--- src/rtl/barrel_unshift.sv ---
// Inverse-shift engine: restores the pre-shift word from a shifted/rotated word,
// one bit position per clock, using the upstream SC/AMT command encoding.
module barrel_unshift #(
  parameter int unsigned width = 8
) (
  input  logic             clk,
  input  logic             clear,
  input  logic             load,
  input  logic [width-1:0] DataIn,
  input  logic [1:0]       SC,
  input  logic [2:0]       AMT,
  output logic [width-1:0] R,
  output logic             busy,
  output logic             done,
  output logic             lossy
);

  typedef enum logic [1:0] {
    IDLE  = 2'd0,
    SHIFT = 2'd1,
    DONE  = 2'd2
  } state_t;

  state_t           state, state_nxt;
  logic [width-1:0] work;
  logic [width-1:0] work_step;
  logic [1:0]       sc_q;
  logic [2:0]       cnt;

  always_ff @(posedge clk or posedge clear) begin
    if (clear) state <= IDLE;
    else       state <= state_nxt;
  end

  always_comb begin
    state_nxt = state;
    case (state)
      IDLE:    if (load) state_nxt = SHIFT;
      SHIFT:   if (cnt == 3'd0) state_nxt = DONE;
      DONE:    state_nxt = IDLE;
      default: state_nxt = IDLE;
    endcase
  end

  // Each step applies the opposite of the original one-bit shift.
  always_comb begin
    work_step = work;
    case (sc_q)
      2'b01:   work_step = {1'b0, work[width-1:1]};
      2'b10:   work_step = {work[width-2:0], 1'b0};
      2'b11:   work_step = {work[0], work[width-1:1]};
      default: work_step = work;
    endcase
  end

  always_ff @(posedge clk or posedge clear) begin
    if (clear) begin
      work  <= '0;
      sc_q  <= '0;
      cnt   <= '0;
      R     <= '0;
      lossy <= 1'b0;
    end else begin
      case (state)
        IDLE: begin
          if (load) begin
            work  <= DataIn;
            sc_q  <= SC;
            cnt   <= AMT;
            lossy <= ((SC == 2'b01) || (SC == 2'b10)) && (AMT != 3'd0);
          end
        end
        SHIFT: begin
          if (cnt != 3'd0) begin
            work <= work_step;
            cnt  <= cnt - 3'd1;
          end else begin
            R <= work;
          end
        end
        default: ;
      endcase
    end
  end

  assign busy = (state != IDLE);
  assign done = (state == DONE);

endmodule
--- config.mk ---
export PLATFORM = sky130hd
export DESIGN_NAME = barrel_unshift
export DESIGN_NICKNAME = d
export VERILOG_FILES = /design/src/rtl/barrel_unshift.sv
export SDC_FILE = /design/constraint.sdc
export NUM_CORES = 1
export LEC_CHECK = 0
export CAP_MARGIN = 25
export CORE_ASPECT_RATIO = 1.25
export CORE_MARGIN = 1.5
export CORE_UTILIZATION = 48
export DETAILED_ROUTE_END_ITERATION = 10
export PLACE_DENSITY = 0.84
export SLEW_MARGIN = 20
export SYNTH_ARGS = -nofsm -noshare
export SYNTH_HDL_FRONTEND = slang
export SYNTH_SLANG_ARGS = --single-unit
--- constraint.sdc ---
create_clock -name clk -period 2.57 [get_ports clk]
set_input_delay 0.3855 -clock clk [delete_from_list [all_inputs] [get_ports clk]]
set_output_delay 0.3855 -clock clk [all_outputs]
set_load 0.03 [all_outputs]
# Word level (Yosys, flattened, before mapping)
# Index checks and enable logic that the tools add are counted.
# Widths: inputs -> output; s select.
dict set report word_totals {
  reg_bits 24
  inputBits 16
  output_inout_bits 11
  elab_cells 42
}
dict set report classes {
  addsub 1
  eq_ne 11
  n_mux 10
  bitwise 1
  n_reduce_logical 13
}
# operator n
set op_table {}
lappend op_table {{$pmux 8 s3} 1}
lappend op_table {{$mux 8} 2}
lappend op_table {{$pmux 8 s2} 1}
lappend op_table {{$eq 2x2->1 const B} 4}
lappend op_table {{$eq 2x1->1 const B} 3}
lappend op_table {{$mux 3} 2}
lappend op_table {{$ne 2x2->1 const B} 3}
lappend op_table {{$pmux 3 s2} 1}
lappend op_table {{$reduce_and 2->1} 3}
lappend op_table {{$reduce_bool 3->1} 2}
lappend op_table {{$mux 2} 2}
lappend op_table {{$ne 4x4->1 const B} 1}
lappend op_table {{$pmux 2 s2} 1}
lappend op_table {{$reduce_and 4->1} 1}
lappend op_table {{$reduce_bool 2->1} 2}
lappend op_table {{$logic_not 3->1} 1}
lappend op_table {{$reduce_and 3->1} 1}
lappend op_table {{$sub 3x1->3 const B} 1}
lappend op_table {{$logic_not 2->1} 1}
lappend op_table {{$logic_and 1x1->1} 1}
lappend op_table {{$logic_or 1x1->1} 1}
lappend op_table {{$not 1->1} 1}

# Depth between registers and ports, before layout
dict set report depth {
  depth_word 4
  ltp_mapped 6
  mapped_depth_nobuf 6
}

# Least setup slack after synthesis
# Ideal clock, no wire load.
dict set report synth_path {
  kind {reg2reg}
  from {reg sc_q[0]}
  to {reg work[7]}
  setup_time_ns 0.125
  arrival_time_ns 1.697
  t_required_ns 2.445
  path_slack_ns 0.748
  stages_incl_launch_ff 7
  path_buffers 3
  period_less_slack_ns 1.822
  path_cell_list {dfrtp_1 buf_6 or4b_1 buf_2 and3_4 buf_6 mux2_4}
}
dict set report synth_via {
  elab_chain_cells 4
  word_cells_on_any_way 8
  cone_classes {eq/ne: 4; mux: 3; reduce/logical: 1}
}
# element line_no
set synth_rtl {}
lappend synth_rtl {{start: declaration} 27} ;# logic [1:0] sc_q;
lappend synth_rtl {{start signal: assignment} 59} ;# sc_q <= '0;
lappend synth_rtl {{start signal: assignment} 68} ;# sc_q <= SC;
lappend synth_rtl {{$eq 2x2->1 / $eq 2x1->1 (equally long branches)} 48} ;# case (sc_q)
lappend synth_rtl {{$pmux 8 s3} 48}
lappend synth_rtl {{$mux 8} 74} ;# if (cnt != 3'd0) begin
lappend synth_rtl {{$pmux 8 s2} 64} ;# case (state)
lappend synth_rtl {{end signal: assignment} 67} ;# work <= DataIn;
lappend synth_rtl {{end signal: assignment} 75} ;# work <= work_step;
lappend synth_rtl {{end: declaration} 25} ;# logic [width-1:0] work;
# Parallel ways exist; a longest one is shown, timed or not. The select of a mux whose other input is x is not followed.
# A chain may end at the register's enable or synchronous reset.

# Final worst setup path
dict set report layout_path {
  from {reg state[0]}
  to {out busy}
}
dict set report layout_via {
  elab_chain_cells 1
}
# element line_no
set layout_rtl {}
lappend layout_rtl {{start: declaration} 24} ;# state_t state, state_nxt;
lappend layout_rtl {{start signal: assignment} 32} ;# else state <= state_nxt;
lappend layout_rtl {{$reduce_bool 2->1} 86} ;# assign busy = (state != IDLE);
lappend layout_rtl {{end: declaration} 13} ;# output logic busy,
# No other way between the ends.

==> flow_metrics.env <==
export IMPL_via_count=1009
export IMPL_critPathLaunchType="register"
export IMPL_antenna_found_initial=0
export IMPL_required_ps=2180
export IMPL_synth_async_reset_ratio_pct=100
export IMPL_ios=27
export IMPL_port_buffers=26
export IMPL_gp_congestion=0.829
export IMPL_status="complete, no violations"
export IMPL_r2r_slack_ps=650
export IMPL_synthTopCellsByCount="24 x dfrtp_1, 10 x inv_1, 9 x o21ai_0, 7 x and3b_1"
export IMPL_cts_htree_levels=1
export IMPL_avgSynthCellArea_sq_um=11.0
export IMPL_crit_path_end="busy"
export IMPL_critPathBufInv=1
export IMPL_rsz0062_at_grt="false"
export IMPL_worstSetupStartpoint="state[0]"
export IMPL_clkSlewWorstSetupHoldPaths_ps=140
export IMPL_grt_pass1_wl_mm=4.47
export IMPL_drv_cap=0
export IMPL_synth_area_sq_um=1270
export IMPL_drt_initial_drc_count=33
export IMPL_synth_edf_count=0
export IMPL_synthFlopType="dfrtp_1"
export IMPL_slew_headroom_pct=63.6
export IMPL_switching_share_pct=42.0
export IMPL_core_sq_um=2480
export IMPL_viasPerCell=5.83
export IMPL_synth_top_area_share_pct=47.1
export IMPL_wl_mm=2.74
export IMPL_avgRoutedWirePerCell_microns=15.8
export IMPL_cts_num_sinks=24
export IMPL_hold_slack_ps=397
export IMPL_seqPwrFrac_pct=33.6
export IMPL_initial_core_util_pct=51.5
export IMPL_cts_buffer_depth=2
export IMPL_syn2layout_area_growth_pct=25.2
export IMPL_clockPowerShare_pct=12.0
export IMPL_crit_arrival_ps=1770
export IMPL_fin_crit_ps=2150
export IMPL_grt_pass1_vias=1013
export IMPL_synth_most_common_cell="dfrtp_1"
export IMPL_insertedDiodeCount=0
export IMPL_synth_area_leaders="dfrtp_1 47%, mux2_2 5.3%, and3b_1 4.8%, o32ai_1 4.1%, o21ai_0 3.5%"
export IMPL_r2r_end="R[2]"
export IMPL_die_w_microns=49.1
export IMPL_tightest_slew_ps=545
export IMPL_row_count=20
export IMPL_grt_max_degree=25
export IMPL_die_height_microns=60.6
export IMPL_setup_viol=0
export IMPL_ys_warn_count=0
export IMPL_cpLargestDelayFamily="buffers and inverters"
export IMPL_worstSetupPathType="reg -> out"
export IMPL_cts_root_buf="clkbuf_4"
export IMPL_drive_above_1_share_pct=12.1
export IMPL_crit_chain="or2_2 -> clkdlybuf4s50_1"
export IMPL_p_switching_mw=0.948
export IMPL_r2r_start="state[0]"
export IMPL_p_int_mw=1.31
export IMPL_min_path_type="in -> async"
export IMPL_route_antenna_remaining_nets=0
export IMPL_vdd_drop_max_v=0.000772
export IMPL_dp_hpwl_mm=2.03
export IMPL_leakagePower_nw=0.702
export IMPL_r2r_cells=4
export IMPL_drtPass1Iterations=4
export IMPL_ys_seq_area_share_pct=47.1
export IMPL_cts_tree="built"
export IMPL_gr_usage_all_layers_pct=19.6
export IMPL_timing_critical_path_fanout_max=13
export IMPL_synthCells=116
export IMPL_cts_made_buffers=3
export IMPL_grt_ovfl_total=0
export IMPL_final_area_sq_um=1600
export IMPL_die_area_sq_um=2980
export IMPL_clk_latency_ps=310
export IMPL_dpl_cell_area_sq_um=1540
export IMPL_cp_slowest_cell="clkdlybuf4s50_1"
export IMPL_drcViolationCount=0
export IMPL_yosys_register_bits=24
export IMPL_path_depth=2
export IMPL_yosys_area_top_type="dfrtp_1"
export IMPL_post_cts_setup_buffer_count=0
export IMPL_final_net_count=159
export IMPL_hold_buffers=0
export IMPL_critPathCaptureType="output port"
export IMPL_cts_resized_gates=0
export IMPL_slowest_delay_ps=590
export IMPL_powerDensity_nw_per_um2=1410
export IMPL_power_frac_comb_pct=54.4
export IMPL_syn_nets=134
export IMPL_synth_distinct_cells=34
export IMPL_clock_skew_ps=5.34
export IMPL_finalHoldViolCount=0
export IMPL_min_period_over_period_pct=83.7
export IMPL_finalSetupTns_ps=0
export IMPL_drv_slew=0
export IMPL_fmax_mhz=465
through the flow:
step / instances / power (mW) / setup WS (ps) / utilization (%)
floorplan: 116 / 1.66 / 748 / -
global placement: 169 / 1.92 / 728 / 62.3
detailed placement: 169 / 1.98 / 652 / 62.3
CTS: 173 / 2.26 / 420 / 64.4
global route: 173 / 2.41 / 344 / 64.4
finish: 173 / 2.26 / 418 / 64.4
layout make-up:
class	count	area, sq um
well taps	33	41.3
inverters	10	37.5
clock inverters	1	30.0
flip-flops and latches	24	601
clock buffers	3	22.5
fillers	192	881
multi-input cells	74	589
repair buffers	28	275
layout by cell type, fill, tap and decap left out, types with 2 or more instances in the layout:
master           Yosys  routed
a211oi_1             6       6
nor2b_1              2       2
mux2i_1              2       2
o21ai_0              9       9
dfrtp_1             24      24
mux2_1               4       4
nand2_1              4       4
a31oi_1              3       3
nor3b_1              2       2
inv_1               10      10
a21oi_1              3       3
ha_1                 2       2
buf_4                0       2
clkbuf_4             0       3
mux2_2               6       6
nand3b_1             2       2
o32ai_1              6       6
and3b_1              7       7
nand2b_1             2       2
clkdlybuf4s50_1      0      26
power by group through the flow:
| stage | Sequential (mW) | Clock, mW | Combinational, mW |
|---|---|---|---|
| 2_1_floorplan | 0.819 | 0 | 0.840 |
| 4_1_cts | 0.753 | 0.274 | 1.23 |
| 3_5_place_dp | 0.759 | 0 | 1.22 |
| 6_report | 0.759 | 0.271 | 1.23 |
| 3_3_place_gp | 0.747 | 0 | 1.17 |
| 5_1_grt | 0.791 | 0.291 | 1.32 |
sequential cells by signal, summed over array words and instances (netlist names):
name   flops
lossy      1
sc_q       2
R          8
work       8
state      2
cnt        3
per-layer routing:
layer	wire [microns]	global-route usage (%)	share of wire, %
met2	1410	36.1	52
met3	129	2.71	4.7
met5	0	0	0
met4	37	8.57	1.4
met1	1160	23.1	42
worst reg2reg max path, stage by stage, from the launching register on:
cell,delay [ps]
dfrtp_1,570
nand2b_1,380
nor3b_1,290
buf_4,220
mux2_1,350
worst min path at each step:
stage          startpoint  endpoint  cells past startpoint
4_1_cts             clear      R[4]                      3
5_1_grt             clear      R[4]                      3
2_1_floorplan       clear      R[0]                      1
3_5_place_dp        lossy     lossy                      2
3_3_place_gp         R[2]      R[2]                      1
6_report            clear      R[4]                      3
kinds of logic after synthesis:
logic type / after synthesis / share of synthesized area (%)
multiplexers: 13 / 11.6
buffers and inverters: 18 / 6.67
flip-flops: 24 / 47.1
adder cells (fa/ha/maj): 2 / 1.96
AND/OR/NAND/NOR: 26 / 14.7
AO/OA/AOI/OAI: 32 / 17.3
XOR/XNOR: 1 / 0.687
No activity file was read; power rests on OpenSTA's default activity.
